[config.mk]
export PLATFORM = sky130hd
export DESIGN_NAME = dma_engine
export DESIGN_NICKNAME = d
export VERILOG_FILES = /design/src/rtl/dma_engine.sv
export SDC_FILE = /design/constraint.sdc
export NUM_CORES = 1
export LEC_CHECK = 0
export BUFFER_PORTS_ARGS = -buffer_cell sky130_fd_sc_hd__buf_2
export CAP_MARGIN = 40
export CORE_MARGIN = 2
export CORE_UTILIZATION = 49
export CTS_CLUSTER_DIAMETER = 30
export CTS_CLUSTER_SIZE = 24
export DETAILED_ROUTE_END_ITERATION = 10
export PLACE_DENSITY = 0.93
export SLEW_MARGIN = 10
export SYNTH_ARGS = -nofsm -noshare
export SYNTH_HDL_FRONTEND = slang
export SYNTH_SLANG_ARGS = --single-unit
export TNS_END_PERCENT = 30
[constraint.sdc]
create_clock -name clk_i -period 2.85 [get_ports clk_i]
set_input_delay 0.7125 -clock clk_i [delete_from_list [all_inputs] [get_ports clk_i]]
set_output_delay 0.7125 -clock clk_i [all_outputs]
set_load 0.02 [all_outputs]
[src/rtl/dma_engine.sv]
// DMA responder: moves 32-bit words between data memory and one of four PIM buffers.
// Define DMA_IRQ_EN to get a one-cycle dma_irq_o pulse per completed command.
module dma_engine #(
  parameter int XLEN   = 32,
  parameter int PIM_AW = 10,
  parameter int SIZE_W = 13
) (
  input  logic              clk_i,
  input  logic              rst_ni,
  input  logic              dma_en_i,
  input  logic [2:0]        dma_funct3_i,
  input  logic [3:0]        dma_sel_pim_i,
  input  logic [SIZE_W-1:0] dma_size_i,
  input  logic [XLEN-1:0]   dma_mem_addr_i,
  output logic              dma_busy_o,
  output logic              dma_err_o,
  output logic              req_dmem_o,
  input  logic              gnt_dmem_i,
  output logic [XLEN-1:0]   data_addr_o,
  output logic [XLEN-1:0]   data_wr_data_o,
  output logic [3:0]        data_size_o,
  output logic              data_read_o,
  output logic              data_write_o,
  input  logic [XLEN-1:0]   data_rd_data_i,
  output logic [3:0]        pim_sel_o,
  output logic [PIM_AW-1:0] pim_addr_o,
  output logic              pim_wr_o,
  output logic              pim_rd_o,
  output logic [XLEN-1:0]   pim_wdata_o,
  input  logic [XLEN-1:0]   pim_rdata_i,
  input  logic              pim_ready_i,
  output logic              dma_irq_o
);

  typedef enum logic [2:0] {IDLE, M2P_RD, M2P_WR, P2M_RD, P2M_WR, DONE} state_t;

  localparam int          CNT_W     = SIZE_W - 1;
  localparam int unsigned MAX_BYTES = 4 << PIM_AW;

  state_t              state_q, state_d;
  logic [CNT_W-1:0]    cnt_q;
  logic [XLEN-1:0]     mem_addr_q;
  logic [PIM_AW-1:0]   pim_addr_q;
  logic [3:0]          sel_q;
  logic [1:0]          tail_q;
  logic [XLEN-1:0]     data_q;
  logic                first_q;
  logic                err_q;

  logic                sel_onehot, cmd_bad, accept, step, last;
  logic [CNT_W-1:0]    words;
  logic [3:0]          be;

  assign sel_onehot = (dma_sel_pim_i != 4'b0000) &&
                      ((dma_sel_pim_i & (dma_sel_pim_i - 4'd1)) == 4'b0000);
  assign cmd_bad    = (dma_funct3_i[2:1] != 2'b00) || !sel_onehot ||
                      (32'(dma_size_i) > MAX_BYTES);
  assign words      = CNT_W'((32'(dma_size_i) + 32'd3) >> 2);
  assign accept     = (state_q == IDLE) && dma_en_i;
  assign last       = (cnt_q == CNT_W'(1));
  assign step       = ((state_q == M2P_WR) && pim_ready_i) ||
                      ((state_q == P2M_WR) && gnt_dmem_i);

  // NOTE: every always_comb output gets a default first so no path leaves it unassigned (no latch).
  always_comb begin
    state_d = state_q;
    unique case (state_q)
      IDLE: begin
        if (dma_en_i) begin
          if (cmd_bad || (dma_size_i == '0)) state_d = DONE;
          else if (dma_funct3_i[0])          state_d = P2M_RD;
          else                               state_d = M2P_RD;
        end
      end
      M2P_RD:  if (gnt_dmem_i)  state_d = M2P_WR;
      M2P_WR:  if (pim_ready_i) state_d = last ? DONE : M2P_RD;
      P2M_RD:  if (pim_ready_i) state_d = P2M_WR;
      P2M_WR:  if (gnt_dmem_i)  state_d = last ? DONE : P2M_RD;
      DONE:    state_d = IDLE;
      default: state_d = IDLE;
    endcase
  end

  // NOTE: sequential state uses non-blocking assignments so all registers update from pre-edge values.
  always_ff @(posedge clk_i or negedge rst_ni) begin
    if (!rst_ni) begin
      state_q    <= IDLE;
      cnt_q      <= '0;
      mem_addr_q <= '0;
      pim_addr_q <= '0;
      sel_q      <= '0;
      tail_q     <= '0;
      data_q     <= '0;
      first_q    <= 1'b0;
      err_q      <= 1'b0;
    end else begin
      state_q <= state_d;
      first_q <= (state_d == M2P_WR) && (state_q != M2P_WR);
      if (accept) begin
        sel_q      <= dma_sel_pim_i;
        mem_addr_q <= {dma_mem_addr_i[XLEN-1:2], 2'b00};
        pim_addr_q <= '0;
        cnt_q      <= words;
        tail_q     <= dma_size_i[1:0];
        err_q      <= cmd_bad || (dma_mem_addr_i[1:0] != 2'b00);
      end
      if (step) begin
        mem_addr_q <= mem_addr_q + XLEN'(4);
        pim_addr_q <= pim_addr_q + PIM_AW'(1);
        cnt_q      <= cnt_q - CNT_W'(1);
      end
      // Read data is only valid in the cycle after the grant, so hold it while PIM stalls.
      if ((state_q == M2P_WR) && first_q) data_q <= data_rd_data_i;
      if ((state_q == P2M_RD) && pim_ready_i) data_q <= pim_rdata_i;
    end
  end

  always_comb begin
    be = 4'b0000;
    if (state_q == M2P_RD) be = 4'b1111;
    if (state_q == P2M_WR) begin
      be = 4'b1111;
      if (last) begin
        unique case (tail_q)
          2'd1:    be = 4'b0001;
          2'd2:    be = 4'b0011;
          2'd3:    be = 4'b0111;
          default: be = 4'b1111;
        endcase
      end
    end
  end

  assign dma_busy_o     = (state_q != IDLE);
  assign dma_err_o      = err_q;
  assign req_dmem_o     = (state_q == M2P_RD) || (state_q == P2M_WR);
  assign data_read_o    = (state_q == M2P_RD);
  assign data_write_o   = (state_q == P2M_WR);
  assign data_addr_o    = mem_addr_q;
  assign data_wr_data_o = data_q;
  assign data_size_o    = be;
  assign pim_sel_o      = sel_q;
  assign pim_addr_o     = pim_addr_q;
  assign pim_wr_o       = (state_q == M2P_WR);
  assign pim_rd_o       = (state_q == P2M_RD);
  assign pim_wdata_o    = first_q ? data_rd_data_i : data_q;

`ifdef DMA_IRQ_EN
  logic irq_q;

  always_ff @(posedge clk_i or negedge rst_ni) begin
    if (!rst_ni) irq_q <= 1'b0;
    else         irq_q <= (state_d == DONE) && (state_q != DONE);
  end

  assign dma_irq_o = irq_q;
`else
  assign dma_irq_o = 1'b0;
`endif

endmodule

==> results.md, run 1 <==
- Cell taking the most area after synthesis: dfrtp_1
- Sequential Power Share: 0.320
- First-pass GRT wire length: 26200 um
- Worst Hold Class: input port to asynchronous set/reset pin
- Sequential cell area: 2380 um^2
- Period utilization: 1.01
- Area contributors post-synth: dfrtp_1 (42%), mux2i_1 (7.0%), mux2_2 (6.3%)
- Layout Skew: 0.0118 ns
- Sequential share of the synthesized area: 0.416
- Cts hold-fix bufs: 0
- Mean Syn Cell Area: 9.29 um^2
- Share of the synthesized area in the top cell type: 0.416
- Per-cell routed wire length: 16.5 um
- CTS buffer count: 9
- Drc violations: 0
- Vias in the first global route: 5379
- Crit Path Category: flop to output port
- Bufs on Longest Clock Path: 2
- Status: complete, but fails checks
- Ports placed on the boundary: 243
- Clock power share: 0.142
- Initial Utilization: 0.501
- Type of origin of the critical path: flop
- Peak supply drop: 0.823 mV
- EDFF count, synth: 0
- Achievable frequency: 0.346 GHz
- Max_cap viols: 0
- Critical path fanouts, max: 4
- Worst-Margin Slew: 0.704 ns
- Gr usage total: 0.255
- Switching power: 3.82 mW
- Register bit total from synthesis: 95
- Most common cell after layout, fill and taps aside: buf_2
- Antenna cells: 0
- Routed vias/inst: 5.77
- Via count: 5737
- Internal: 4.22 mW
- Gate power share: 0.539
- WP data required: 2.14 ns
- Syn Inst Count: 615
- Switching power share of the total: 0.475
- Core area: 11400 um^2
- GR Overflow Total: 0
- Die H: 112 um
- Root buffer cell: clkbuf_16
- Post-DRT Antenna Nets: 0
- Site Rows: 39
- Skew-Pair Late Insertion Delay: 0.34 ns
- Synthesized area: 5720 um^2
- Final setup vio count: 3
- Multi-input logic area: 3150 um^2
- Share of layout cells above drive strength 1: 0.381
- Port bufs: 239
- Post-Place Setup Slack: 0.198 ns
- Wirelength, routed: 16400 um
- Netlist cell types: 63
- CTS clk-pin slew, worst paths: 0.06 ns
- Leak pwr: 3.61 nW
- Power per standard cell area: 1090 nW/um^2
- Hold Violations, Final: 0
- Sink Count: 95
- Most frequent cells in the layout: buf_2 (238), dfrtp_1 (95), nand2_1 (61), nor2_1 (55), a21oi_1 (48)
- Die X: 112 um
- H-tree levels: 3
- Drt first pass iters: 5
- Asr flop ratio synth: 1.00
- Fill cell total of the finished layout: 923
- Die area: 12500 um^2
- Largest net degree at the start of global routing: 61
- Worst Path Arrival: 2.18 ns
- RSZ-0062 raised after global routing: yes
- Critical Path End Type: output port
- Area grow syn2layout: 29.2%
- Final-report max-slew violation count: 0
- PnR Total Power: 8.04 mW
- Synth Warn #: 0
- RePlAce Congestion: 0.887
- Final worst setup slack: -0.0403 ns
- Final nets: 973
- Starting DRC count in detailed routing: 439
- CTS tree: built
- Failing checks: negative setup slack
- Post-DP HPWL: 12200 um
- Initial antenna violation count: 0
- Tmin final: 2.89 ns
- Relative slew slack: 0.527
- Prevailing post-synth register cell: dfrtp_1
==> synthesized netlist by cell type, types with 11 or more instances <==
| master | n |
|---|---|
| dfrtp_1 | 95 |
| nand2_1 | 61 |
| nor2_1 | 56 |
| a21oi_1 | 48 |
| mux2i_1 | 40 |
| nand3_1 | 33 |
| mux2_2 | 32 |
| o21ai_0 | 21 |
| clkbuf_1 | 20 |
| o211ai_1 | 14 |
| nand4_1 | 13 |
| xor2_1 | 12 |
| inv_1 | 11 |
==> power by group through the flow <==
stage | clock [mW] | combinational (mW) | sequential (mW)
2_1_floorplan | 0 | 2.38 | 2.99
3_3_place_gp | 0 | 4.16 | 2.55
3_5_place_dp | 0 | 4.29 | 2.58
4_1_cts | 1.16 | 4.33 | 2.56
5_1_grt | 1.22 | 4.66 | 2.67
6_report | 1.14 | 4.33 | 2.57
==> sequential cells by signal, indices dropped and copies added (netlist names) <==
name and count:
pim_sel_o 4, data_addr_o 30, cnt_q 12, tail_q 2, first_q 1, state_q 3, data_wr_data_o 32, dma_err_o 1
pim_addr_o 10
==> routing by layer <==
layer  global-route usage  share of wire  vias up  routed length [um]
met5                    0              0        -                   0
met4               0.0789          0.020        0                 329
met3               0.0386          0.053       30                 863
met2                0.436           0.51      219                8360
met1                0.335           0.42     2759                6860
li1                     -              -     2729                   -
==> worst max-delay path: stages, from the launching register on <==
cell	delay [ns]
dfrtp_1	0.40
or4_1	0.53
or4_4	0.55
nor3_2	0.14
nor2_1	0.06
buf_2	0.17
==> cells by family after synthesis <==
family | Yosys count | share of synthesized area
AO/OA/AOI/OAI | 148 | 0.170
XOR/XNOR | 17 | 0.0261
adder cells (fa/ha/maj) | 6 | 0.0131
buffers and inverters | 51 | 0.0416
flip-flops | 95 | 0.416
multiplexers | 72 | 0.133
other | 1 | 0.000656
AND/OR/NAND/NOR | 225 | 0.200
==> per-stage QoR <==
stage / cell area, um^2 / hold slack [ns] / util / std cells / TNS, ns
after global placement: 7080 / 0.464 / 0.620 / 976 / 0
after global routing: 7390 / 0.479 / 0.647 / 994 / -0.303
final: 7390 / 0.414 / 0.647 / 994 / -0.118
after detailed placement: 7080 / 0.457 / 0.620 / 976 / 0
after CTS: 7390 / 0.446 / 0.647 / 994 / -0.155
after floorplan: 5720 / 0.417 / - / 617 / 0
==> layout make-up <==
cell class,instances,area share
sequential,95,0.322
clock buffer,11,0.0329
clock inverter,5,0.00559
inverter,11,0.00559
timing repair buffer,258,0.183
tap,143,0.0242
multi-input combinational,471,0.427
==> path summary, 6_finish.rpt <==
path / start / to / slack, ns / cells after the start
worst min register to register: pim_sel_o[3] / pim_sel_o[3] / 0.48 / 2
worst max-delay path: cnt_q[3] / data_size_o[3] / -0.04 / 5
worst max register to register: state_q[2] / data_wr_data_o[22] / 0.48 / 5
min in group clk_i: pim_sel_o[3] / pim_sel_o[3] / 0.48 / 2
worst min-delay path: rst_ni / cnt_q[6] / 0.41 / 1
max in group asynchronous: rst_ni / cnt_q[1] / 1.77 / 2
==> timing repair <==
action,4_1_cts,5_1_grt
cloned,0,0
gates resized for setup,1,0
setup endpoints to repair,3,3
endpoints found under the hold margin,0,0
pin swaps,1,0
setup buffers,2,0
Power figures use the tool's default switching activity.
==> run 2: changes to the inputs <==
--- a/config.mk
+++ b/config.mk
@@ -5,14 +5,15 @@
 export SDC_FILE = /design/constraint.sdc
 export NUM_CORES = 1
 export LEC_CHECK = 0
+export ABC_AREA = 1
 export BUFFER_PORTS_ARGS = -buffer_cell sky130_fd_sc_hd__buf_2
 export CAP_MARGIN = 40
-export CORE_MARGIN = 2
-export CORE_UTILIZATION = 49
+export CORE_MARGIN = 10
+export CORE_UTILIZATION = 50
 export CTS_CLUSTER_DIAMETER = 30
 export CTS_CLUSTER_SIZE = 24
 export DETAILED_ROUTE_END_ITERATION = 10
-export PLACE_DENSITY = 0.93
+export PLACE_DENSITY = 0.92
 export SLEW_MARGIN = 10
 export SYNTH_ARGS = -nofsm -noshare
 export SYNTH_HDL_FRONTEND = slang
==> run 2 against run 1 <==
  * The flow now finishes without violations
  * Sequential share of layout area is 2.3 points lower
  * Total power grew 8.5%
  * Synthesized cell count is 49% higher
  * Core utilization down 1.7 points
  * Setup slack improved by 0.36 ns
  * Register-to-register slack improved by 0.48 ns
  * Fmax is 14% higher
==> results.md, run 2 <==
- Status: completed
- Worst Hold Class: input port to asynchronous set/reset pin
- CTS clk-pin slew, worst paths: 0.07 ns (about the same)
- Cell taking the most area after synthesis: dfrtp_1
- Worst Path Arrival: 1.82 ns (-0.36 ns)
- Top cells by count, synth: nand2_1 (277), nor2_1 (105), dfrtp_1 (95), inv_1 (82), o21ai_0 (71)
- Max_cap viols: 0 (unchanged)
- Starting DRC count in detailed routing: 634 (+44%)
- Drt first pass iters: 5 (unchanged)
- Multi-input logic area: 3470 um^2 (+10%)
- Mean Syn Cell Area: 7.06 um^2 (-24%)
- Register bit total from synthesis: 95 (unchanged)
- Cts hold-fix bufs: 0 (unchanged)
- Top-count cell post-synth: nand2_1
- RSZ-0062 raised after global routing: no
- Cell area after layout: 7950 um^2 (+7.6%)
- Netlist cell types: 43 (-32%)
- Routed vias/inst: 5.41 (-6.3%)
- Synth Warn #: 0 (unchanged)
- Final nets: 1264 (+30%)
- RePlAce Congestion: 0.959 (+8.2%)
- Share of the synthesized area in the top cell type: 0.368 (-0.0483)
- Cell Chain, Critical Path: inv_2, nand3_1, nand2_1, inv_1, a41oi_1, buf_2
- Period utilization: 0.888 (-0.126)
- Tmin final: 2.53 ns (-0.359 ns)
- Type of origin of the critical path: flop
- Critical path buffers and inverters: 3 (+2)
- Synthesized area: 6470 um^2 (+13%)
- Hold slack: 0.446 ns (+0.0323 ns)
- Placed cell areas: 7650 um^2 (+8.0%)
- Syn Inst Count: 916 (+49%)
- Drc violations: 0 (unchanged)
- Final setup vio count: 0 (-3)
- Critical Path End Type: output port
- Achievable frequency: 0.395 GHz (+14%)
- EDFF count, synth: 0 (unchanged)
- Share of layout cells above drive strength 1: 0.283 (-0.0979)
- Crit-path max cell delay: 0.45 ns (-0.10 ns)
- WP data required: 2.14 ns (about the same)
- Die X: 134 um (+19%)
- Critical path fanouts, max: 7 (+3)
- Sink Count: 95 (unchanged)
- Leak pwr: 4.05 nW (+12%)
- Power per standard cell area: 1100 nW/um^2 (+0.78%)
- Site Rows: 41 (+5.1%)
- Crit Path Category: flop to output port
- Skew-Pair Late Insertion Delay: 0.35 ns (about the same)
- Initial antenna violation count: 1 (+1)
- Area grow syn2layout: 22.9%
- Setup bufs post-CTS: 0 (-2)
- Prevailing post-synth register cell: dfrtp_1
- Initial Utilization: 0.512 (+0.0118)
- Vias in the first global route: 6677 (+24%)
- Total negative slack: 0 ns (+0.118 ns)
- Final Util: 0.630 (-0.0170)
- Post-DRT Antenna Nets: 0 (unchanged)
- Root buffer cell: clkbuf_16
- Port bufs: 239 (unchanged)
- H-tree levels: 3 (unchanged)
- Crit path max-delay family: flip-flops
- Worst-Margin Slew: 0.652 ns (-0.0515 ns)
- Most frequent cells in the layout: nand2_1 (277), buf_2 (238), nor2_1 (105), dfrtp_1 (94), inv_1 (82)
- Asr flop ratio synth: 1.00 (unchanged)
- Die H: 134 um (+19%)
- Area contributors post-synth: dfrtp_1 (37%), nand2_1 (16%), nor2_1 (6.1%)
- Most common cell after layout, fill and taps aside: nand2_1
- Core area: 12600 um^2 (+11%)
- Fill cell total of the finished layout: 1138 (+23%)
- Post-DP HPWL: 16700 um (+37%)
- Largest register FFs: 32 (unchanged)
- CTS buffer count: 9 (unchanged)
- Final-report max-slew violation count: 0 (unchanged)
- Ports placed on the boundary: 243 (unchanged)
- Crit-path slowest cell: dfrtp_1
- Gr usage total: 0.230 (-0.0253)
- Layout Skew: 0.0105 ns (-0.00130 ns)
- GR Overflow Total: 0 (unchanged)
- Hold Violations, Final: 0 (unchanged)
- Via count: 7117 (+24%)
- Peak supply drop: 0.602 mV (-27%)
- Relative slew slack: 0.565 (+0.0387)
- Bufs on Longest Clock Path: 2 (unchanged)
- Wirelength, routed: 21600 um (+32%)
- First-pass GRT wire length: 34100 um (+30%)
- Sequential cell area: 2380 um^2 (about the same)
- Die area: 17900 um^2 (+43%)
- Largest net degree at the start of global routing: 65 (+6.6%)
- Per-cell routed wire length: 16.4 um (-0.46%)
- Sequential share of the synthesized area: 0.368 (-0.0483)
- Resized Gates After CTS: 0 (-1)
- CTS tree: built
-- run 2: changes by cell type after synthesis, moves of 31 or more --
cell | previous run | this run
mux2i_1 | 40 | 0
a21oi_1 | 48 | 16
o21ai_0 | 21 | 71
or2_2 | 1 | 32
nor2_1 | 56 | 105
nand2_1 | 61 | 277
mux2_2 | 32 | 0
inv_1 | 11 | 82
-- run 2: path summary, 6_finish.rpt --
| path | to | cells past startpoint | slack, ns | startpoint |
|---|---|---|---|---|
| max | data_size_o[1] | 6 | 0.32 | state_q[2] |
| min | data_wr_data_o[14] | 2 | 0.45 | rst_ni |
| max reg2reg | state_q[0] | 6 | 0.96 | state_q[1] |
| min reg2reg | pim_sel_o[2] | 2 | 0.48 | pim_sel_o[2] |
| max in group asynchronous | cnt_q[0] | 2 | 1.92 | rst_ni |
| min in group clk_i | pim_sel_o[2] | 2 | 0.48 | pim_sel_o[2] |
-- run 2: layer usage --
layer / routed length (um) / vias to the layer above / GRT usage
li1: - / 3434 / -
met1: 8550 / 3323 / 0.275
met2: 10500 / 322 / 0.384
met3: 1970 / 38 / 0.0568
met4: 582 / 0 / 0.0949
met5: 0 / - / 0
-- run 2: metrics by stage --
step / std cells / setup WS (ns) / power [mW]
floorplan: 918 / 0.660 / 5.89
global route: 1315 / 0.169 / 9.33
CTS: 1314 / 0.321 / 8.75
global placement: 1298 / 0.749 / 7.38
finish: 1316 / 0.319 / 8.72
detailed placement: 1298 / 0.702 / 7.52
-- run 2: layout make-up --
| class | count | share of cell area |
|---|---|---|
| clock buffer | 13 | 0.0315 |
| timing repair buffer | 247 | 0.158 |
| clock inverter | 3 | 0.00535 |
| multi-input combinational | 697 | 0.436 |
| sequential | 95 | 0.299 |
| inverter | 87 | 0.0417 |
| antenna | 2 | 0.000630 |
| tap | 172 | 0.0271 |
-- run 2: power by group --
| group | internal, mW | leakage (nW) | total [mW] | switching [mW] |
|---|---|---|---|---|
| sequential | 1.96 | 1.17 | 2.63 | 0.671 |
| combinational | 1.57 | 2.73 | 4.87 | 3.29 |
| clock | 0.705 | 0.140 | 1.23 | 0.522 |
-- run 2: cells by family after synthesis --
family                     share of synthesized area
adders and majority gates                     0.0116
buffers and inverters                         0.0971
other                                       0.000580
AOI/OAI and AO/OA                              0.166
xor gates and xnor gates                      0.0135
DFF                                            0.368
and+or+nand+nor                                0.343
==> run 3: changes to the inputs <==
--- a/config.mk
+++ b/config.mk
@@ -7,7 +7,8 @@
 export LEC_CHECK = 0
 export ABC_AREA = 1
 export BUFFER_PORTS_ARGS = -buffer_cell sky130_fd_sc_hd__buf_2
-export CAP_MARGIN = 40
+export CAP_MARGIN = 20
+export CORE_ASPECT_RATIO = 0.9
 export CORE_MARGIN = 10
 export CORE_UTILIZATION = 50
 export CTS_CLUSTER_DIAMETER = 30
==> constraint.sdc (replaced) <==
create_clock -name clk_i -period 2.75 [get_ports clk_i]
set_input_delay 0.6875 -clock clk_i [delete_from_list [all_inputs] [get_ports clk_i]]
set_output_delay 0.6875 -clock clk_i [all_outputs]
set_load 0.02 [all_outputs]
==> run 3 against run 2 <==
  * Count of clock-buffer cells in the layout down 1
  * First-iteration DRC count grew 0.95%
  * Routed wire length down 1.8%
  * Final cell count is 0.84% lower
  * Clock power up 7%
  * Register-to-register slack worse by 0.16 ns
  * Critical path depth stayed put
  * Combinational power grew 4%
  * Sequential cell count unchanged
  * Clock skew decreased by 0.0032 ns
  * Critical path type unchanged
  * Critical endpoint is now data_size_o[2]
==> results.md, run 3 (synthesis gave the netlist of run 2 again) <==
- Status: completed
- Ports placed on the boundary: 243 (unchanged)
- Setup bufs post-CTS: 0 (unchanged)
- Routed vias/inst: 5.43 (+0.39%)
- Final setup vio count: 0 (unchanged)
- Non-filler cells, final: 1305 (-0.84%)
- Total negative slack: 0 ns (unchanged)
- Post-DP HPWL: 16300 um (-2.5%)
- Largest register FFs: 32 (unchanged)
- Worst Path Arrival: 1.78 ns (-0.04 ns)
- Leak pwr: 4.05 nW (+0.19%)
- RSZ-0062 raised after global routing: no
- Final nets: 1263 (-0.079%)
- Final-report max-slew violation count: 0 (unchanged)
- Skew-Pair Late Insertion Delay: 0.36 ns (about the same)
- Final worst setup slack: 0.281 ns (-0.0383 ns)
- WL met1: 8580 um (+0.40%)
- Share of layout cells above drive strength 1: 0.284 (+0.00112)
- Relative slew slack: 0.561 (-0.00464)
- Worst-Margin Slew: 0.659 ns (+0.00696 ns)
- Antenna cells: 0 (-2)
- Gr usage total: 0.227 (-0.00253)
- Tmin final: 2.47 ns
- Achievable frequency: 0.405 GHz
- Root buffer cell: clkbuf_16
- RePlAce Congestion: 0.953 (-0.66%)
- Wirelength, routed: 21200 um (-1.8%)
- WP data required: 2.06 ns (-0.08 ns)
- Peak supply drop: 0.767 mV (+27%)
- Die area: 17900 um^2 (about the same)
- Placed cell areas: 7660 um^2 (about the same)
- Site Rows: 39 (-4.9%)
- Worst Hold Class: input port to asynchronous set/reset pin
- Post-Place Setup Slack: 0.639 ns (-0.0629 ns)
- Initial antenna violation count: 0 (-1)
- Sink Count: 95 (unchanged)
- Post-DRT Antenna Nets: 0 (unchanged)
- Period utilization: 0.898
- Hold slack: 0.364 ns (-0.0822 ns)
- Cells after DPL: 1289 (-0.69%)
- Top sig layer: met4
- PnR Total Power: 9.06 mW (+3.9%)
- Most frequent cells in the layout: nand2_1 (277), buf_2 (238), nor2_1 (105), dfrtp_1 (94), inv_1 (82)
- Drt first pass iters: 6 (+1)
- Met3 wire len: 2090 um (+6.2%)
- Largest net degree at the start of global routing: 66 (+1.5%)
- CTS clk-pin slew, worst paths: 0.07 ns (about the same)
- Most common cell after layout, fill and taps aside: nand2_1
- Bufs on Longest Clock Path: 2 (unchanged)
- Layout Skew: 0.00731 ns (-0.00321 ns)
- Area grow syn2layout: 23.3%
- Routed length on met2: 10100 um (-4.2%)
- Drc violations: 0 (unchanged)
- Final Util: 0.628 (-0.00178)
- Vias in the first global route: 6682 (+0.075%)
- Critical path fanouts, max: 7 (unchanged)
- Cell area after layout: 7970 um^2 (+0.25%)
- Die H: 128 um (-4.4%)
- Die X: 140 um (+4.6%)
- Core area: 12700 um^2 (+0.54%)
- Resized Gates After CTS: 0 (unchanged)
- First-pass GRT wire length: 33700 um (-1.2%)
- Via count: 7085 (-0.45%)
- Hold Violations, Final: 0 (unchanged)
- Crit Path Category: flop to output port
- CTS tree: built
- Port bufs: 239 (unchanged)
- GR Overflow Total: 0 (unchanged)
- Max_cap viols: 0 (unchanged)
- Initial Utilization: 0.510 (-0.00273)
- Cts hold-fix bufs: 0 (unchanged)
- Power per standard cell area: 1140 nW/um^2 (+3.7%)
- Starting DRC count in detailed routing: 640 (+0.95%)
- H-tree levels: 3 (unchanged)
- Per-cell routed wire length: 16.3 um (-0.96%)
- CTS buffer count: 9 (unchanged)
- Critical Path End Type: output port
- Type of origin of the critical path: flop
==> run 3: cell count changes in the layout (fill, tap and decap cells not counted), sizes merged <==
cell | previous run | this run
diode | 2 | 0
buf | 247 | 246
clkbuf | 13 | 12
clkinvlp | 1 | 2
==> run 3: critical path: stages (launching register included) <==
cell and delay (ns):
dfrtp_1 0.45, inv_2 0.14, nand3_1 0.22, nand2_1 0.17, inv_1 0.09, a41oi_1 0.17, buf_2 0.19
==> run 3: worst paths after layout <==
path,end,start,cells after the start,slack [ns]
worst max-delay path,data_size_o[2],state_q[2],6,0.28
worst min-delay path,data_addr_o[17],rst_ni,1,0.36
worst max register to register,data_wr_data_o[15],state_q[2],7,0.80
worst min register to register,pim_sel_o[1],pim_sel_o[1],2,0.48
max in group asynchronous,data_wr_data_o[24],rst_ni,2,1.76
min in group clk_i,pim_sel_o[1],pim_sel_o[1],2,0.48
==> run 3: metal layers <==
metal  GRT usage  vias up
met2       0.376      333
met3      0.0759       33
met1       0.273     3280
met5           0        -
met4      0.0740        0
li1            -     3439
==> run 3: layout make-up <==
cell class	instances	area (um^2)
clock buffers	12	256
clock inverters	4	53.8
fillers	1152	4720
inverters	87	332
multi-input cells	697	3470
flip-flops and latches	95	2380
well taps	164	205
repair buffers	246	1280
==> run 3: where the power goes <==
group / internal (mW) / switching (mW) / leakage, nW
Combinational: 1.64 / 3.41 / 2.74
Sequential: 2.03 / 0.658 / 1.17
Clock: 0.757 / 0.563 / 0.145
